==> src/rtl/cnn_pkg.sv <==
// ---------------------------------------------------------------------------
// cnn_pkg
// Shared definitions for the CNN convolution sequencer slice:
//   PIX_W   - pixel / weight / bias width
//   ACC_W   - MAC accumulator width (holds 9 * 255 * 255 + 255 without wrap)
//   TAPS    - number of taps in the 3x3 window
//   state_t - sequencer FSM states
//   saturate() - clamps an accumulator value to the 8-bit pixel range
// ---------------------------------------------------------------------------
package cnn_pkg;

    localparam int PIX_W   = 8;
    localparam int ACC_W   = 20;
    localparam int TAPS    = 9;
    localparam int MAX_PIX = (1 << PIX_W) - 1;

    typedef enum logic [2:0] {
        IDLE,
        FETCH,
        DRAIN,
        WRITE,
        DONE
    } state_t;

    // Clamp instead of truncating so that large sums never wrap to small values.
    function automatic logic [PIX_W-1:0] saturate(input logic [ACC_W-1:0] v);
        return (v > ACC_W'(MAX_PIX)) ? PIX_W'(MAX_PIX) : v[PIX_W-1:0];
    endfunction

endpackage

==> src/rtl/cnn_win_addr_gen.sv <==
// ---------------------------------------------------------------------------
// cnn_win_addr_gen
// Window address generator for the 3x3 convolution sequencer. Holds the
// output-pixel row/col counters and the ki/kj tap counters and turns them
// into feature-map read addresses and output write addresses.
// Ports:
//   clk, rst_n  - clock, synchronous active-low reset
//   tap_adv     - advance to the next tap (one per FETCH cycle)
//   pix_adv     - advance to the next output pixel (write handshake)
//   rd_addr     - (row+ki)*IMG_W + (col+kj)
//   wr_addr     - row*(IMG_W-2) + col
//   tap_idx     - current tap number ki*3+kj
//   last_tap    - current tap is tap 8
//   last_pixel  - current pixel is (IMG_H-3, IMG_W-3)
// ---------------------------------------------------------------------------
module cnn_win_addr_gen
    import cnn_pkg::*;
#(
    parameter int IMG_W  = 32,
    parameter int IMG_H  = 32,
    parameter int ADDR_W = 10
) (
    input  logic              clk,
    input  logic              rst_n,
    input  logic              tap_adv,
    input  logic              pix_adv,
    output logic [ADDR_W-1:0] rd_addr,
    output logic [ADDR_W-1:0] wr_addr,
    output logic [3:0]        tap_idx,
    output logic              last_tap,
    output logic              last_pixel
);

    localparam logic [ADDR_W-1:0] COL_LAST  = ADDR_W'(IMG_W - 3);
    localparam logic [ADDR_W-1:0] ROW_LAST  = ADDR_W'(IMG_H - 3);
    localparam logic [ADDR_W-1:0] IN_PITCH  = ADDR_W'(IMG_W);
    localparam logic [ADDR_W-1:0] OUT_PITCH = ADDR_W'(IMG_W - 2);

    logic [ADDR_W-1:0] row_q, row_d;
    logic [ADDR_W-1:0] col_q, col_d;
    logic [1:0]        ki_q, ki_d;
    logic [1:0]        kj_q, kj_d;

    assign last_tap   = (ki_q == 2'd2) && (kj_q == 2'd2);
    assign last_pixel = (row_q == ROW_LAST) && (col_q == COL_LAST);
    assign tap_idx    = 4'(ki_q) * 4'd3 + 4'(kj_q);
    assign rd_addr    = (row_q + ADDR_W'(ki_q)) * IN_PITCH + col_q + ADDR_W'(kj_q);
    assign wr_addr    = row_q * OUT_PITCH + col_q;

    // Taps walk kj fastest; after tap 8 the window returns to tap 0 ready for
    // the next pixel. Pixels walk col fastest and everything returns to zero
    // after the last pixel so the next pass starts from the origin.
    always_comb begin
        ki_d  = ki_q;
        kj_d  = kj_q;
        row_d = row_q;
        col_d = col_q;
        if (tap_adv) begin
            if (kj_q == 2'd2) begin
                kj_d = 2'd0;
                ki_d = (ki_q == 2'd2) ? 2'd0 : ki_q + 2'd1;
            end else begin
                kj_d = kj_q + 2'd1;
            end
        end
        if (pix_adv) begin
            if (last_pixel) begin
                row_d = '0;
                col_d = '0;
            end else if (col_q == COL_LAST) begin
                col_d = '0;
                row_d = row_q + 1'b1;
            end else begin
                col_d = col_q + 1'b1;
            end
        end
    end

    always_ff @(posedge clk) begin
        if (!rst_n) begin
            row_q <= '0;
            col_q <= '0;
            ki_q  <= '0;
            kj_q  <= '0;
        end else begin
            row_q <= row_d;
            col_q <= col_d;
            ki_q  <= ki_d;
            kj_q  <= kj_d;
        end
    end

endmodule

==> src/rtl/cnn_conv_sequencer.sv <==
// ---------------------------------------------------------------------------
// cnn_conv_sequencer
// Runs one 3x3 convolution layer over a whole feature map using a single
// shared MAC. For every output pixel (raster order) it reads 9 taps from a
// synchronous feature-map RAM, accumulates rd_data*weight, adds the bias,
// saturates to 8 bits and writes the result with a valid/ready handshake.
// Ports:
//   clk, rst_n        - clock, synchronous active-low reset
//   start             - begin a layer pass (only honoured while idle)
//   weights, bias     - 9 x 8b unsigned taps and 8b bias, latched at start
//   busy, done        - pass in progress / one-cycle completion pulse
//   rd_en, rd_addr    - feature-map read request
//   rd_data           - read data, valid one cycle after rd_en
//   wr_en, wr_addr,
//   wr_data, wr_ready - output write, accepted when wr_en && wr_ready
// ---------------------------------------------------------------------------
module cnn_conv_sequencer
    import cnn_pkg::*;
#(
    parameter int IMG_W  = 32,
    parameter int IMG_H  = 32,
    parameter int ADDR_W = 10
) (
    input  logic                  clk,
    input  logic                  rst_n,
    input  logic                  start,
    input  logic [TAPS*PIX_W-1:0] weights,
    input  logic [PIX_W-1:0]      bias,
    output logic                  busy,
    output logic                  done,
    output logic                  rd_en,
    output logic [ADDR_W-1:0]     rd_addr,
    input  logic [PIX_W-1:0]      rd_data,
    output logic                  wr_en,
    output logic [ADDR_W-1:0]     wr_addr,
    output logic [PIX_W-1:0]      wr_data,
    input  logic                  wr_ready
);

    state_t                  state_q, state_d;
    logic [TAPS*PIX_W-1:0]   weights_q, weights_d;
    logic [PIX_W-1:0]        bias_q, bias_d;
    logic [ACC_W-1:0]        acc_q, acc_d;
    logic                    rd_valid_q, rd_valid_d;
    logic [3:0]              rd_tap_q, rd_tap_d;
    logic                    rd_en_q, rd_en_d;
    logic                    wr_en_q, wr_en_d;
    logic [PIX_W-1:0]        wr_data_q, wr_data_d;
    logic                    busy_q, busy_d;
    logic                    done_q, done_d;

    logic                    tap_adv;
    logic                    pix_adv;
    logic [3:0]              tap_idx;
    logic                    last_tap;
    logic                    last_pixel;
    logic [PIX_W-1:0]        w_sel;
    logic [2*PIX_W-1:0]      prod;
    logic [ACC_W-1:0]        acc_sum;

    assign tap_adv = (state_q == FETCH);
    assign pix_adv = (state_q == WRITE) && wr_ready;

    cnn_win_addr_gen #(
        .IMG_W  (IMG_W),
        .IMG_H  (IMG_H),
        .ADDR_W (ADDR_W)
    ) u_addr_gen (
        .clk        (clk),
        .rst_n      (rst_n),
        .tap_adv    (tap_adv),
        .pix_adv    (pix_adv),
        .rd_addr    (rd_addr),
        .wr_addr    (wr_addr),
        .tap_idx    (tap_idx),
        .last_tap   (last_tap),
        .last_pixel (last_pixel)
    );

    // rd_tap_q remembers which tap the returning rd_data belongs to, since the
    // RAM answers one cycle after the request.
    assign w_sel   = weights_q[{rd_tap_q, 3'b000} +: PIX_W];
    assign prod    = (2*PIX_W)'(rd_data) * (2*PIX_W)'(w_sel);
    assign acc_sum = acc_q + ACC_W'(prod);

    // Next-state and registered-output logic. The accumulator adds each
    // product in the cycle its data returns, so the ninth product lands in
    // DRAIN; the saturated result is captured on the way into WRITE and
    // held there until the sink accepts it.
    always_comb begin
        state_d    = state_q;
        weights_d  = weights_q;
        bias_d     = bias_q;
        acc_d      = acc_q;
        wr_data_d  = wr_data_q;
        rd_valid_d = (state_q == FETCH);
        rd_tap_d   = tap_idx;

        if (rd_valid_q) begin
            acc_d = acc_sum;
        end

        case (state_q)
            IDLE: begin
                if (start) begin
                    state_d   = FETCH;
                    weights_d = weights;
                    bias_d    = bias;
                    acc_d     = '0;
                end
            end
            FETCH: begin
                if (last_tap) begin
                    state_d = DRAIN;
                end
            end
            DRAIN: begin
                state_d   = WRITE;
                wr_data_d = saturate(acc_sum + ACC_W'(bias_q));
            end
            WRITE: begin
                if (wr_ready) begin
                    if (last_pixel) begin
                        state_d = DONE;
                    end else begin
                        state_d = FETCH;
                        acc_d   = '0;
                    end
                end
            end
            DONE: begin
                state_d = IDLE;
            end
            default: begin
                state_d = IDLE;
            end
        endcase

        rd_en_d = (state_d == FETCH);
        wr_en_d = (state_d == WRITE);
        busy_d  = (state_d != IDLE);
        done_d  = (state_d == DONE);
    end

    always_ff @(posedge clk) begin
        if (!rst_n) begin
            state_q    <= IDLE;
            weights_q  <= '0;
            bias_q     <= '0;
            acc_q      <= '0;
            rd_valid_q <= 1'b0;
            rd_tap_q   <= '0;
            rd_en_q    <= 1'b0;
            wr_en_q    <= 1'b0;
            wr_data_q  <= '0;
            busy_q     <= 1'b0;
            done_q     <= 1'b0;
        end else begin
            state_q    <= state_d;
            weights_q  <= weights_d;
            bias_q     <= bias_d;
            acc_q      <= acc_d;
            rd_valid_q <= rd_valid_d;
            rd_tap_q   <= rd_tap_d;
            rd_en_q    <= rd_en_d;
            wr_en_q    <= wr_en_d;
            wr_data_q  <= wr_data_d;
            busy_q     <= busy_d;
            done_q     <= done_d;
        end
    end

    assign rd_en   = rd_en_q;
    assign wr_en   = wr_en_q;
    assign wr_data = wr_data_q;
    assign busy    = busy_q;
    assign done    = done_q;

endmodule

==> config.mk <==
export PLATFORM = sky130hd
export DESIGN_NAME = cnn_conv_sequencer
export DESIGN_NICKNAME = d
export VERILOG_FILES = /design/src/rtl/cnn_pkg.sv /design/src/rtl/cnn_win_addr_gen.sv /design/src/rtl/cnn_conv_sequencer.sv
export SDC_FILE = /design/constraint.sdc
export NUM_CORES = 1
export LEC_CHECK = 0
export ABC_AREA = 0
export BUFFER_PORTS_ARGS = -buffer_cell sky130_fd_sc_hd__buf_2
export CAP_MARGIN = 5
export CORE_MARGIN = 2
export CORE_UTILIZATION = 25
export DETAILED_ROUTE_END_ITERATION = 12
export PLACE_DENSITY = 0.38
export SLEW_MARGIN = 30
export SYNTH_ARGS = -nofsm -noshare
export SYNTH_HDL_FRONTEND = slang
export SYNTH_SLANG_ARGS = --single-unit
export TNS_END_PERCENT = 20
==> constraint.sdc <==
create_clock -name clk -period 6.2 [get_ports clk]
set_input_delay 0.31 -clock clk [delete_from_list [all_inputs] [get_ports clk]]
set_output_delay 0.31 -clock clk [all_outputs]
set_load 0.005 [all_outputs]
# Word level (Yosys, flattened, before mapping)

Index checks and enable logic that the tools add are counted.

Add/sub/neg operators: 11
$mul: 3
Order comparisons: 1
Eq/ne operators: 10
Shifts and indexed selects: 1
Muxes and demuxes: 17
Reductions and logical operators: 9

Operators with widths:

| kind                                                                             | count |
|---|---|
| 20-bit 2-to-1 mux                                                                | 4 |
| 72-bit by 8-bit variable part select with 8-bit output                           | 1 |
| 10-bit 2-to-1 mux                                                                | 4 |
| 20-bit one-hot mux with 2 select lines                                           | 1 |
| 10-bit by 1-bit adder with 10-bit output, second input constant                  | 2 |
| 10-bit adder                                                                     | 2 |
| 20-bit by 16-bit adder with 20-bit output                                        | 1 |
| 20-bit by 8-bit adder with 20-bit output                                         | 1 |
| 10-bit by 5-bit equality test with 1-bit output, second input constant           | 2 |
| 20-bit by 8-bit greater-than comparator with 1-bit output, second input constant | 1 |
| 8-bit by 8-bit multiplier with 16-bit output                                     | 1 |
| 3-bit 2-to-1 mux                                                                 | 4 |
| 3-bit one-hot mux with 4 select lines                                            | 1 |
| 10-bit by 2-bit adder with 10-bit output                                         | 1 |
| 10-bit by 4-bit multiplier with 9-bit output, second input constant              | 1 |
| 3-bit by 2-bit equality test with 1-bit output, second input constant            | 3 |
| 8-bit 2-to-1 mux                                                                 | 1 |
| 3-bit by 1-bit equality test with 1-bit output, second input constant            | 2 |
| 2-bit AND reduction                                                              | 3 |
| 5-bit by 2-bit adder with 5-bit output                                           | 1 |
| 2-bit by 1-bit adder with 2-bit output, second input constant                    | 2 |
| 4-bit by 2-bit adder with 4-bit output                                           | 1 |
| 2-bit equality test, second input constant                                       | 2 |
| 2-bit by 2-bit multiplier with 4-bit output, second input constant               | 1 |
| 6 further kinds                                                                  | 9 |

Register bits after elaboration: 144
Word-level logic and storage cells: 67

# Longest topological paths before layout

Gate-level depths: netlist of the first run.

Depth after elaboration: 7
Depth in mapped cells: 28

# Modules after synthesis

From an unflattened synthesis of the first run, not the netlist that was laid out.

Cells, all modules: 1234
Area total of the unflattened synthesis: 10761.6 um^2

Modules (own cells, without submodules):

| module             | instances | cells each | area an instance (um^2) | sequential area each (um^2) |
|---|---|---|---|---|
| cnn_conv_sequencer | 1         | 953        | 8269.2                  | 2402.3 |
| cnn_win_addr_gen   | 1         | 281        | 2492.4                  | 480.5 |

# Least setup slack after synthesis of the first run

OpenSTA, ideal clock, no wires.

Kind: register -> register
From: reg rd_tap_q[0]
To: reg wr_data_q[2] (netlist: wr_data[2])
Library setup time: 0.135 ns
Arrival time: 6.511 ns
Slack: -0.447 ns
Cell stages (with the launch flop): 28
Buffers on the path: 3
Period minus slack after synthesis: 6.647 ns
Path through: dfxtp_1 clkbuf_1 buf_2 nor4b_1 nand2_1 o21ai_1 nand2_1 fa_1 inv_1 fa_1 ha_1 inv_1 fa_1 inv_1 fa_1 a21o_1 a21oi_1 xnor2_1 ha_1 o21a_1 nor2_1 a21oi_1 and3_1 clkbuf_2 and3b_1 o21ai_2 a221oi_4 a31oi_1

Longest elaborated chain between the ends: 6

RTL lines:

| what                                                      | line                      | source |
|---|---|---|
| start, declared                                           | cnn_conv_sequencer.sv:45  | `logic [3:0] rd_tap_q, rd_tap_d;` |
| start signal, assigned                                    | cnn_conv_sequencer.sv:164 | `rd_tap_q <= rd_tap_d;` |
| 72-bit by 8-bit variable part select with 8-bit output *  | cnn_conv_sequencer.sv:82  | `assign w_sel = weights_q[{rd_tap_q, 3'b000} +: PIX_W];` |
| 8-bit by 8-bit multiplier with 16-bit output *            | cnn_conv_sequencer.sv:83  | `assign prod = (2*PIX_W)'(rd_data) * (2*PIX_W)'(w_sel);` |
| 20-bit by 16-bit adder with 20-bit output *               | cnn_conv_sequencer.sv:84  | `assign acc_sum = acc_q + ACC_W'(prod);` |
| 20-bit by 8-bit adder with 20-bit output *                | cnn_conv_sequencer.sv:119 | `wr_data_d = saturate(acc_sum + ACC_W'(bias_q));` |
| 20-bit by 8-bit greater-than comparator with 1-bit output | cnn_pkg.sv:27             | `return (v > ACC_W'(MAX_PIX)) ? PIX_W'(MAX_PIX) : v[PIX_W-1:0];` |
| 8-bit 2-to-1 mux *                                        | cnn_pkg.sv:27             |  |
| end signal, assigned                                      | cnn_conv_sequencer.sv:167 | `wr_data_q <= wr_data_d;` |
| end, declared                                             | cnn_conv_sequencer.sv:48  | `logic [PIX_W-1:0] wr_data_q, wr_data_d;` |

Mark *: on every way between the ends. The rest lies on a longest branch, timed or not.
A chain may end at the register's enable or synchronous reset.

# Worst setup path after layout of the first run

From: reg rd_tap_q[0]
To: reg wr_data_q[1] (netlist: wr_data[1])

The elaborated chain is that of the path after synthesis.

==> flow_summary.json, run 1 <==
{
  "status": "complete, no violations",
  "sw_frac_of_total": 0.3079,
  "netlist_instances": 1222,
  "grt-ovfl-total": 0,
  "syn_to_final_growth_pct": 26.40,
  "grt_usage": 0.1418,
  "powerDensity_nw_per_um2": 216.3,
  "post-dp-hpwl_um": 23810,
  "path_class": "register to register",
  "die_h_um": 210.0,
  "end_kind": "register",
  "clock-sinks": 144,
  "worstPathRequired_ns": 6.52,
  "finalSetupViolations": 0,
  "critPathSlowestCell": "fa_1",
  "async_flop_share": 0,
  "preCtsSetupSlack_ns": -0.3342,
  "synth_fp_nets": 1468,
  "hold_class": "input port to register",
  "r2r_start": "rd_tap_q[0]",
  "slew_headroom": 0.3924,
  "rsz0062_at_grt": "yes",
  "hold_slack_ns": 0.1107,
  "max-cap-violations": 0,
  "path_cells": "buf_6 -> buf_6 -> buf_4 -> mux4_2 -> mux2i_1 -> o21ai_2 -> and2_1 -> fa_1 -> inv_1 -> fa_1 -> fa_1 -> fa_1 -> inv_1 -> ha_4 -> a21o_1 -> a221oi_4 -> o22ai_2 -> a221oi_2 -> xnor2_1 -> buf_4 -> nand4_1 -> a211o_1 -> nand2_4 -> a31oi_1",
  "yosys_warnings": 0,
  "fp.dieW_um": 210.0,
  "final_common_cell": "nand2_1",
  "nFillCells": 4484,
  "ant_nets": 0,
  "cts_tree": "yes",
  "slowest_delay_ns": 0.56,
  "rows": 75,
  "cp_max_fo": 8,
  "clk_path_buf_depth": 2,
  "wl_met2_um": 14880,
  "cts_buffers": 17,
  "fin_worst_skew_ns": 0.01064,
  "htreeDepth": 4,
  "tightest_slew_ns": 0.8885,
  "dr.max_layer_used": "met5",
  "ios": 124,
  "clkLatencyLatePin_ns": 0.45,
  "fin_nets": 1650,
  "vdd_drop_max_mv": 0.1881,
  "wl_met3_um": 845,
  "drive_gt1_frac": 0.2357,
  "wl_um": 30570,
  "dieArea_um2": 44110,
  "fin_crit_sh": 0.9966,
  "detail_route.iter0.violations": 364,
  "cts.clk_slew.worst_paths_ns": 0.07,
  "critPathLaunchType": "register",
  "drt-vias-per-instance": 4.462,
  "regArea_um2": 2884,
  "coreArea_um2": 41950,
  "post_drt_wl_per_cell_um": 15.61,
  "clockPowerShare": 0.379,
  "p_comb_frac": 0.279,
  "cp-startpoint": "rd_tap_q[0]",
  "internal-power_mw": 2.008,
  "pwr-share-seq": 0.342,
  "grt_max_degree": 106,
  "antenna_found_initial": 3,
  "multi_input_area_um2": 7391,
  "io_buffer_count": 123,
  "min_from": "weights[16]",
  "timing.fmax_ghz": 0.1618,
  "period_needed_ns": 6.179,
  "syn_area_per_cell_um2": 8.684,
  "synth_edf_count": 0,
  "wl_met1_um": 14410,
  "grt_pass1_vias": 8929,
  "setup_tns_ns": 0,
  "drc": 0,
  "initial_core_util": 0.2530,
  "p_sw_uw": 893.2,
  "seq_area_frac_synth": 0.2717,
  "power.leakage_nw": 6.033,
  "arrival_ns": 6.50,
  "grt_pass1_wl_um": 48490,
  "cts-root-buf": "clkbuf_16",
  "synth_top_flop_cell": "dfxtp_1",
  "fin_ws_ns": 0.02081,
  "maxSlewViolCount": 0,
  "dpl_cell_area_um2": 12300,
  "fin_area_um2": 13410,
  "netlist_area_um2": 10610,
  "synth_seq_cells": 144,
  "final_core_util": 0.3198,
  "synth_cell_types": 68,
  "place_congestion": 0.7636,
  "drtPass1Iterations": 4,
  "routed-via-count": 8736,
  "finalHoldViolations": 0,
  "crit_top_cell": "fa_1",
  "layout_common_cells": "224 x nand2_1, 143 x dfxtp_1, 131 x inv_1"
}
-- registers in the layout (all words and copies together), names as in the netlist --
signal / flops
wr_en: 1
done: 1
weights_q: 72
u_addr_gen.ki_q: 2
rd_tap_q: 4
bias_q: 8
acc_q: 20
rd_en: 1
wr_data: 8
rd_valid_q: 1
busy: 1
u_addr_gen.kj_q: 2
u_addr_gen.col_q: 10
state_q: 3
u_addr_gen.row_q: 10
-- through the flow --
step	std cells	power, mW
after floorplan	1222	1.434
after global placement	1907	1.744
after detailed placement	1907	1.742
after CTS	1951	2.910
after global routing	1956	3.079
final	1958	2.901
-- synthesized netlist by cell type (all sizes together) (12+ instances only) --
master	count	area (um^2)
a21boi	82	619.3
a21oi	39	195.2
and2	41	256.5
and3	15	100.1
clkbuf	48	181.4
dfxtp	144	2883
fa	67	1341
ha	87	1089
inv	131	491.7
mux2i	26	260.3
mux4	16	360.4
nand2	232	873.3
nand3	12	60.06
nor2	66	247.7
o21ai	31	158.9
xnor2	38	332.8
xor2	26	227.7
-- logic make-up after synthesis --
logic type,after synthesis,share of synthesized area
AO/OA/AOI/OAI,216,0.1433
XOR/XNOR,64,0.05282
adder cells (fa/ha/maj),154,0.2290
buffers and inverters,183,0.06544
flip-flops,144,0.2717
multiplexers,43,0.05955
AND/OR/NAND/NOR,418,0.1783
-- final timing paths --
check,slack [ns],end,cells past startpoint
max reg2reg,0.02,wr_data[1],24
max,0.02,wr_data[1],24
min reg2reg,0.47,weights_q[51],2
min,0.11,weights_q[16],3
-- area by class of cell --
type,count,area share
Inverter,131,0.03666
Multi-Input combinational cell,895,0.5510
Clock buffer,21,0.03433
Timing Repair Buffer,215,0.1008
Antenna cell,2,0.0003731
Clock inverter,11,0.01147
Sequential cell,144,0.2150
Tap cell,539,0.05028
-- critical path, delay by kind of cell (launching register included) --
| family | cells | cell delay (ns) |
|---|---|---|
| flops | 1 | 0.35 |
| compound gates | 7 | 1.59 |
| mux | 2 | 0.66 |
| buf+inv | 6 | 0.66 |
| xor+xnor | 1 | 0.20 |
| simple gates | 3 | 0.35 |
| fa+ha+maj | 5 | 2.21 |
-- layer usage --
layer / global-route usage / vias to the layer above
met5: 0 / -
li1: - / 4391
met3: 0.02533 / 23
met2: 0.2400 / 103
met1: 0.1860 / 4217
met4: 0.03840 / 2
-- repair_timing --
action | in CTS | in global routing
hold buffers | 0 | 0
gates resized for setup | 42 | 36
cloned | 0 | 0
setup buffers | 12 | 5
setup endpoints to repair | 8 | 9
pin swaps | 35 | 23
-- power by group through the flow --
| stage | Combinational [mW] | Clock, mW | Sequential [mW] |
|---|---|---|---|
| 2_1_floorplan | 0.434 | 0 | 1.00 |
| 6_report | 0.809 | 1.10 | 0.993 |
| 5_1_grt | 0.904 | 1.18 | 0.998 |
| 3_3_place_gp | 0.729 | 0 | 1.02 |
| 3_5_place_dp | 0.727 | 0 | 1.01 |
| 4_1_cts | 0.783 | 1.13 | 0.994 |
No activity file was read; power rests on OpenSTA's default activity.
==> run 2, diff against run 1 <==
CTS_CLUSTER_SIZE = 28   (was unset)
PLACE_DENSITY = 0.37   (was 0.38)
RECOVER_POWER = 25   (was unset)
clock period = 7.4 ns   (was 6.2 ns; I/O delays follow)
==> run 2 against run 1 <==
Compared with the run above:
- critical path type unchanged
- setup slack better by 0.52 ns
- combinational power fell by 36%
- critical path depth decreased by 3
- clock power is 20% lower
- the flow now finishes with violations (capacitance limit, slew limit)
- register-to-register slack improved by 0.52 ns
- total power down 23%
- core utilization down 2.4 points
- final cell count shrank 4.0%
==> flow_summary.json, run 2 (same netlist as run 1, synthesis figures left out) <==
{
  "drt-vias-per-instance": 4.460,
  "drc": 0,
  "tightest_slew_ns": 3.658,
  "reg.largest.list": "weights_q: 72 flops, acc_q: 20 flops",
  "cts_tree": "yes",
  "routed-via-count": 8380,
  "coreArea_um2": 41950,
  "place_congestion": 0.7605,
  "setup_tns_ns": 0,
  "initial_core_util": 0.2530,
  "fin_ws_ns": 0.5375,
  "ant_nets": 0,
  "ios": 124,
  "layout_common_cells": "231 x nand2_1, 143 x dfxtp_1, 131 x inv_1",
  "drtPass1Iterations": 4,
  "grt_usage": 0.1403,
  "vdd_drop_max_mv": 0.1341,
  "finalSetupViolations": 0,
  "violations": "capacitance limit, slew limit",
  "met3_usage": 0.02503,
  "maxSlewViolCount": 166,
  "timing.fmax_ghz": 0.1457,
  "largest_register": "weights_q",
  "fin_worst_skew_ns": 0.01439,
  "rows": 75,
  "grt_max_degree": 85,
  "post-dp-hpwl_um": 23150,
  "final_common_cell": "nand2_1",
  "preCtsSetupSlack_ns": 0.2579,
  "power.leakage_nw": 5.546,
  "detail_route.iter0.violations": 367,
  "io_buffer_count": 123,
  "rsz0062_at_grt": "no",
  "diodes": 0,
  "max-cap-violations": 2,
  "clock-sinks": 144,
  "hold_class": "input port to register",
  "critPathLaunchType": "register",
  "cts.clk_slew.worst_paths_ns": 0.07,
  "clkLatencyLatePin_ns": 0.45,
  "grt_util_met2": 0.2313,
  "finalHoldViolations": 0,
  "drive_gt1_frac": 0.1448,
  "slew_headroom": -1.439,
  "cts_buffers": 17,
  "powerDensity_nw_per_um2": 179.8,
  "fp.dieW_um": 210.0,
  "clk_path_buf_depth": 2,
  "postCtsSetupRepairBufs": 0,
  "grt_pass1_vias": 8613,
  "arrival_ns": 7.17,
  "worstPathRequired_ns": 7.71,
  "antenna_found_initial": 1,
  "fin_nets": 1573,
  "fin_crit_sh": 0.9274,
  "status": "finished, violations left",
  "htreeDepth": 4,
  "cts-root-buf": "clkbuf_16",
  "grt_pass1_wl_um": 47760,
  "path_class": "register to register",
  "period_needed_ns": 6.863,
  "cts.hold.buffers_added": 0,
  "dieArea_um2": 44110,
  "cp_max_fo": 17,
  "die_h_um": 210.0,
  "post_drt_wl_per_cell_um": 15.93,
  "largest_register_ffs": 72,
  "end_kind": "register",
  "grt-busiest-layer": "met2",
  "grt-ovfl-total": 0,
  "syn_to_final_growth_pct": 16.77,
  "grt_util_met1": 0.1904,
  "wl_um": 29940
}
## run 2: through the flow
step	utilization	instances	hold WS [ns]	area, um^2	power, mW
final	0.2954	1879	0.1771	12390	2.228
after global routing	0.2954	1879	0.1671	12390	2.376
after CTS	0.2957	1879	0.1419	12400	2.280
after detailed placement	0.2817	1847	0.4565	11820	1.376
after global placement	0.2817	1847	0.4522	11820	1.376
after floorplan	-	1222	0.4402	10610	1.199
## run 2: area by class of cell
cell class / count / area, um^2
fillers: 4493 / 29560
well taps: 539 / 674.4
clock inverters: 14 / 145.1
inverters: 131 / 491.7
clock buffers: 18 / 439.2
multi-input cells: 895 / 7041
flip-flops and latches: 144 / 2884
repair buffers: 138 / 715.7
## run 2: repair_timing
item,4_1_cts,5_1_grt
gates resized for setup,0,2
endpoints found under the hold margin,0,0
setup endpoints to repair,0,8
## run 2: per-layer routing
| layer | share of wire | up-vias |
|---|---|---|
| met5 | 0.00037 | - |
| met4 | 0.0091 | 2 |
| met2 | 0.48 | 83 |
| li1 | - | 4243 |
| met1 | 0.49 | 4035 |
| met3 | 0.026 | 17 |
## run 2: critical path, stage by stage, from the launching register on
cell and delay, ns:
dfxtp_1 0.34, buf_6 0.27, mux4_2 0.56, mux2i_1 0.20
o21ai_1 0.25, and2_1 0.28, fa_1 0.53, inv_1 0.05
fa_1 0.46, fa_1 0.53, fa_1 0.55, inv_1 0.04
ha_1 0.36, a21o_1 0.23, a221oi_4 0.44, o22ai_2 0.15
a221oi_2 0.34, xnor2_1 0.17, nor3_2 0.24, o21ai_2 0.10
a221oi_4 0.48, a31oi_1 0.16
## run 2: worst paths after layout
kind / from / to / slack, ns / cells after the start
hold / removal: weights[18] / weights_q[18] / 0.18 / 3
setup reg to reg: rd_tap_q[0] / wr_data[3] / 0.54 / 21
setup / recovery: rd_tap_q[0] / wr_data[3] / 0.54 / 21
hold reg to reg: weights_q[18] / weights_q[18] / 0.46 / 2
## run 2: where the power goes
part / internal (mW) / switching (mW) / total [mW]
Sequential: 0.808 / 0.0224 / 0.831
Combinational: 0.210 / 0.308 / 0.518
Clock: 0.484 / 0.396 / 0.880
==> run 3, diff against run 2 <==
CORE_UTILIZATION = 65   (was 25)
PLACE_DENSITY = 0.84   (was 0.37)
==> run 3 against run 2 <==
Compared with the run above:
- the flow still finishes with violations (capacitance limit, slew limit)
- die area is 61% lower
- core utilization grew 45 points
- first-iteration DRC count is 40% higher
- critical endpoint is now wr_data[1]
- via count up 3.0%
- critical path depth shrank 1
- total power shrank 0.21%
- fmax shrank 0.69%
- final cell count down 18%
- flip-flop and latch count unchanged
- sequential power about the same
- largest power group unchanged
==> flow_summary.json, run 3 (same netlist as run 1, synthesis figures left out) <==
{
  "violations": "capacitance limit, slew limit",
  "finalHoldViolations": 0,
  "post-dp-hpwl_um": 18310,
  "path_class": "register to register",
  "cts_tree": "yes",
  "slowest_delay_ns": 0.62,
  "dpl_cell_area_um2": 11350,
  "arrival_ns": 7.20,
  "drive_gt1_frac": 0.1435,
  "timing.fmax_ghz": 0.1447,
  "maxSlewViolCount": 107,
  "clock-sinks": 144,
  "reg.largest.list": "weights_q: 72 flops, acc_q: 20 flops",
  "postCtsSetupRepairBufs": 0,
  "cp_max_fo": 17,
  "status": "finished, violations left",
  "cts.hold.buffers_added": 0,
  "final_common_cell": "nand2_1",
  "routed-via-count": 8630,
  "fin_crit_sh": 0.9338,
  "grt-ovfl-total": 0,
  "coreArea_um2": 15940,
  "rsz0062_at_grt": "no",
  "fin_worst_skew_ns": 0.01004,
  "htreeDepth": 4,
  "fp.dieW_um": 131.8,
  "slew_headroom": -1.399,
  "layoutNonFillerInstCount": 1547,
  "critPathLaunchType": "register",
  "wl_um": 24620,
  "io_buffer_count": 123,
  "detail_route.iter0.violations": 515,
  "grt_pass1_wl_um": 40680,
  "ios": 124,
  "critical_path.top_delay_family": "adder cells",
  "largest_register_ffs": 72,
  "grt_usage": 0.2878,
  "drt-vias-per-instance": 5.579,
  "layout_common_cells": "231 x nand2_1, 143 x dfxtp_1, 131 x inv_1",
  "cts_buffers": 17,
  "clk_path_buf_depth": 2,
  "path_cells": "buf_4 -> mux4_2 -> mux2i_1 -> o21ai_0 -> and2_1 -> fa_1 -> fa_1 -> fa_1 -> inv_1 -> fa_1 -> inv_1 -> ha_1 -> nand3_1 -> or4b_1 -> a21boi_2 -> nor2_1 -> o41a_1 -> a211o_1 -> nand2_2 -> a31oi_1",
  "initial_core_util": 0.6656,
  "critPathSlowestCell": "or4b_1",
  "final_core_util": 0.7499,
  "max-cap-violations": 1,
  "finalSetupViolations": 0,
  "ant_nets": 0,
  "post_drt_wl_per_cell_um": 15.92,
  "rows": 46,
  "clkLatencyLatePin_ns": 0.42,
  "place_congestion": 0.9181,
  "nFillCells": 1167,
  "period_needed_ns": 6.910,
  "dieArea_um2": 17360,
  "finalPower_mw": 2.223,
  "placed_cells": 1515,
  "drtPass1Iterations": 5,
  "end_kind": "register",
  "powerDensity_nw_per_um2": 186.0,
  "drc": 0,
  "cts-root-buf": "clkbuf_16",
  "crit_top_cell": "fa_1",
  "diodes": 0,
  "antenna_found_initial": 0,
  "worst-path-buf-inv": 3,
  "cts_resized": 0,
  "tightest_slew_ns": 3.598,
  "hold_class": "input port to register",
  "fin_area_um2": 11960,
  "fin_nets": 1564,
  "grt_pass1_vias": 8676,
  "syn_to_final_growth_pct": 12.66,
  "largest_register": "weights_q",
  "grt_max_degree": 107,
  "die_h_um": 131.8,
  "worstPathRequired_ns": 7.69,
  "vdd_drop_max_mv": 0.1746,
  "cts.clk_slew.worst_paths_ns": 0.07,
  "setup_tns_ns": 0,
  "power.leakage_nw": 5.538
}
-- run 3: final timing paths --
path / slack [ns] / cells after the start / start / to
hold reg to reg: 0.47 / 2 / weights_q[17] / weights_q[17]
hold / removal: 0.20 / 3 / weights[67] / weights_q[67]
setup / recovery: 0.49 / 20 / rd_tap_q[0] / wr_data[1]
setup reg to reg: 0.49 / 20 / rd_tap_q[0] / wr_data[1]
-- run 3: where the power goes --
| part | switching [mW] | total (mW) | leakage [nW] | internal [mW] |
|---|---|---|---|---|
| clock network | 0.387 | 0.901 | 0.301 | 0.515 |
| logic | 0.292 | 0.490 | 4.06 | 0.198 |
| registers | 0.0240 | 0.832 | 1.17 | 0.808 |
| total | 0.703 | 2.22 | 5.54 | 1.52 |
-- run 3: tightest hold or removal path: cells and delay by family --
family                 cells  cell delay (ns)
AO/OA/AOI/OAI              1             0.06
AND/OR/NAND/NOR            1             0.04
buffers and inverters      1             0.09
-- run 3: cell type report --
class | instances | area [um^2] | share of cell area
Tap cell | 216 | 270.3 | 0.02261
Clock buffer | 17 | 425.4 | 0.03558
Sequential cell | 144 | 2884 | 0.2412
Timing Repair Buffer | 129 | 654.4 | 0.05474
Multi-Input combinational cell | 895 | 7041 | 0.5889
Clock inverter | 15 | 188.9 | 0.01580
Inverter | 131 | 491.7 | 0.04113
-- run 3: metrics by stage --
| stage | worst slack (ns) | hold WS, ns |
|---|---|---|
| 3_3_place_gp | 0.6247 | 0.4508 |
| 2_1_floorplan | 0.7533 | 0.4402 |
| 3_5_place_dp | 0.5309 | 0.4573 |
| 5_1_grt | 0.07985 | 0.1859 |
| 6_report | 0.4897 | 0.1954 |
| 4_1_cts | 0.5003 | 0.1849 |
-- run 3: per-layer routing --
layer / part of all wire / global-route usage / vias to the layer above
li1: - / - / 4221
met1: 0.43 / 0.3605 / 4122
met2: 0.50 / 0.5041 / 223
met3: 0.040 / 0.04652 / 64
met4: 0.032 / 0.1051 / 0
met5: 0 / 0 / -
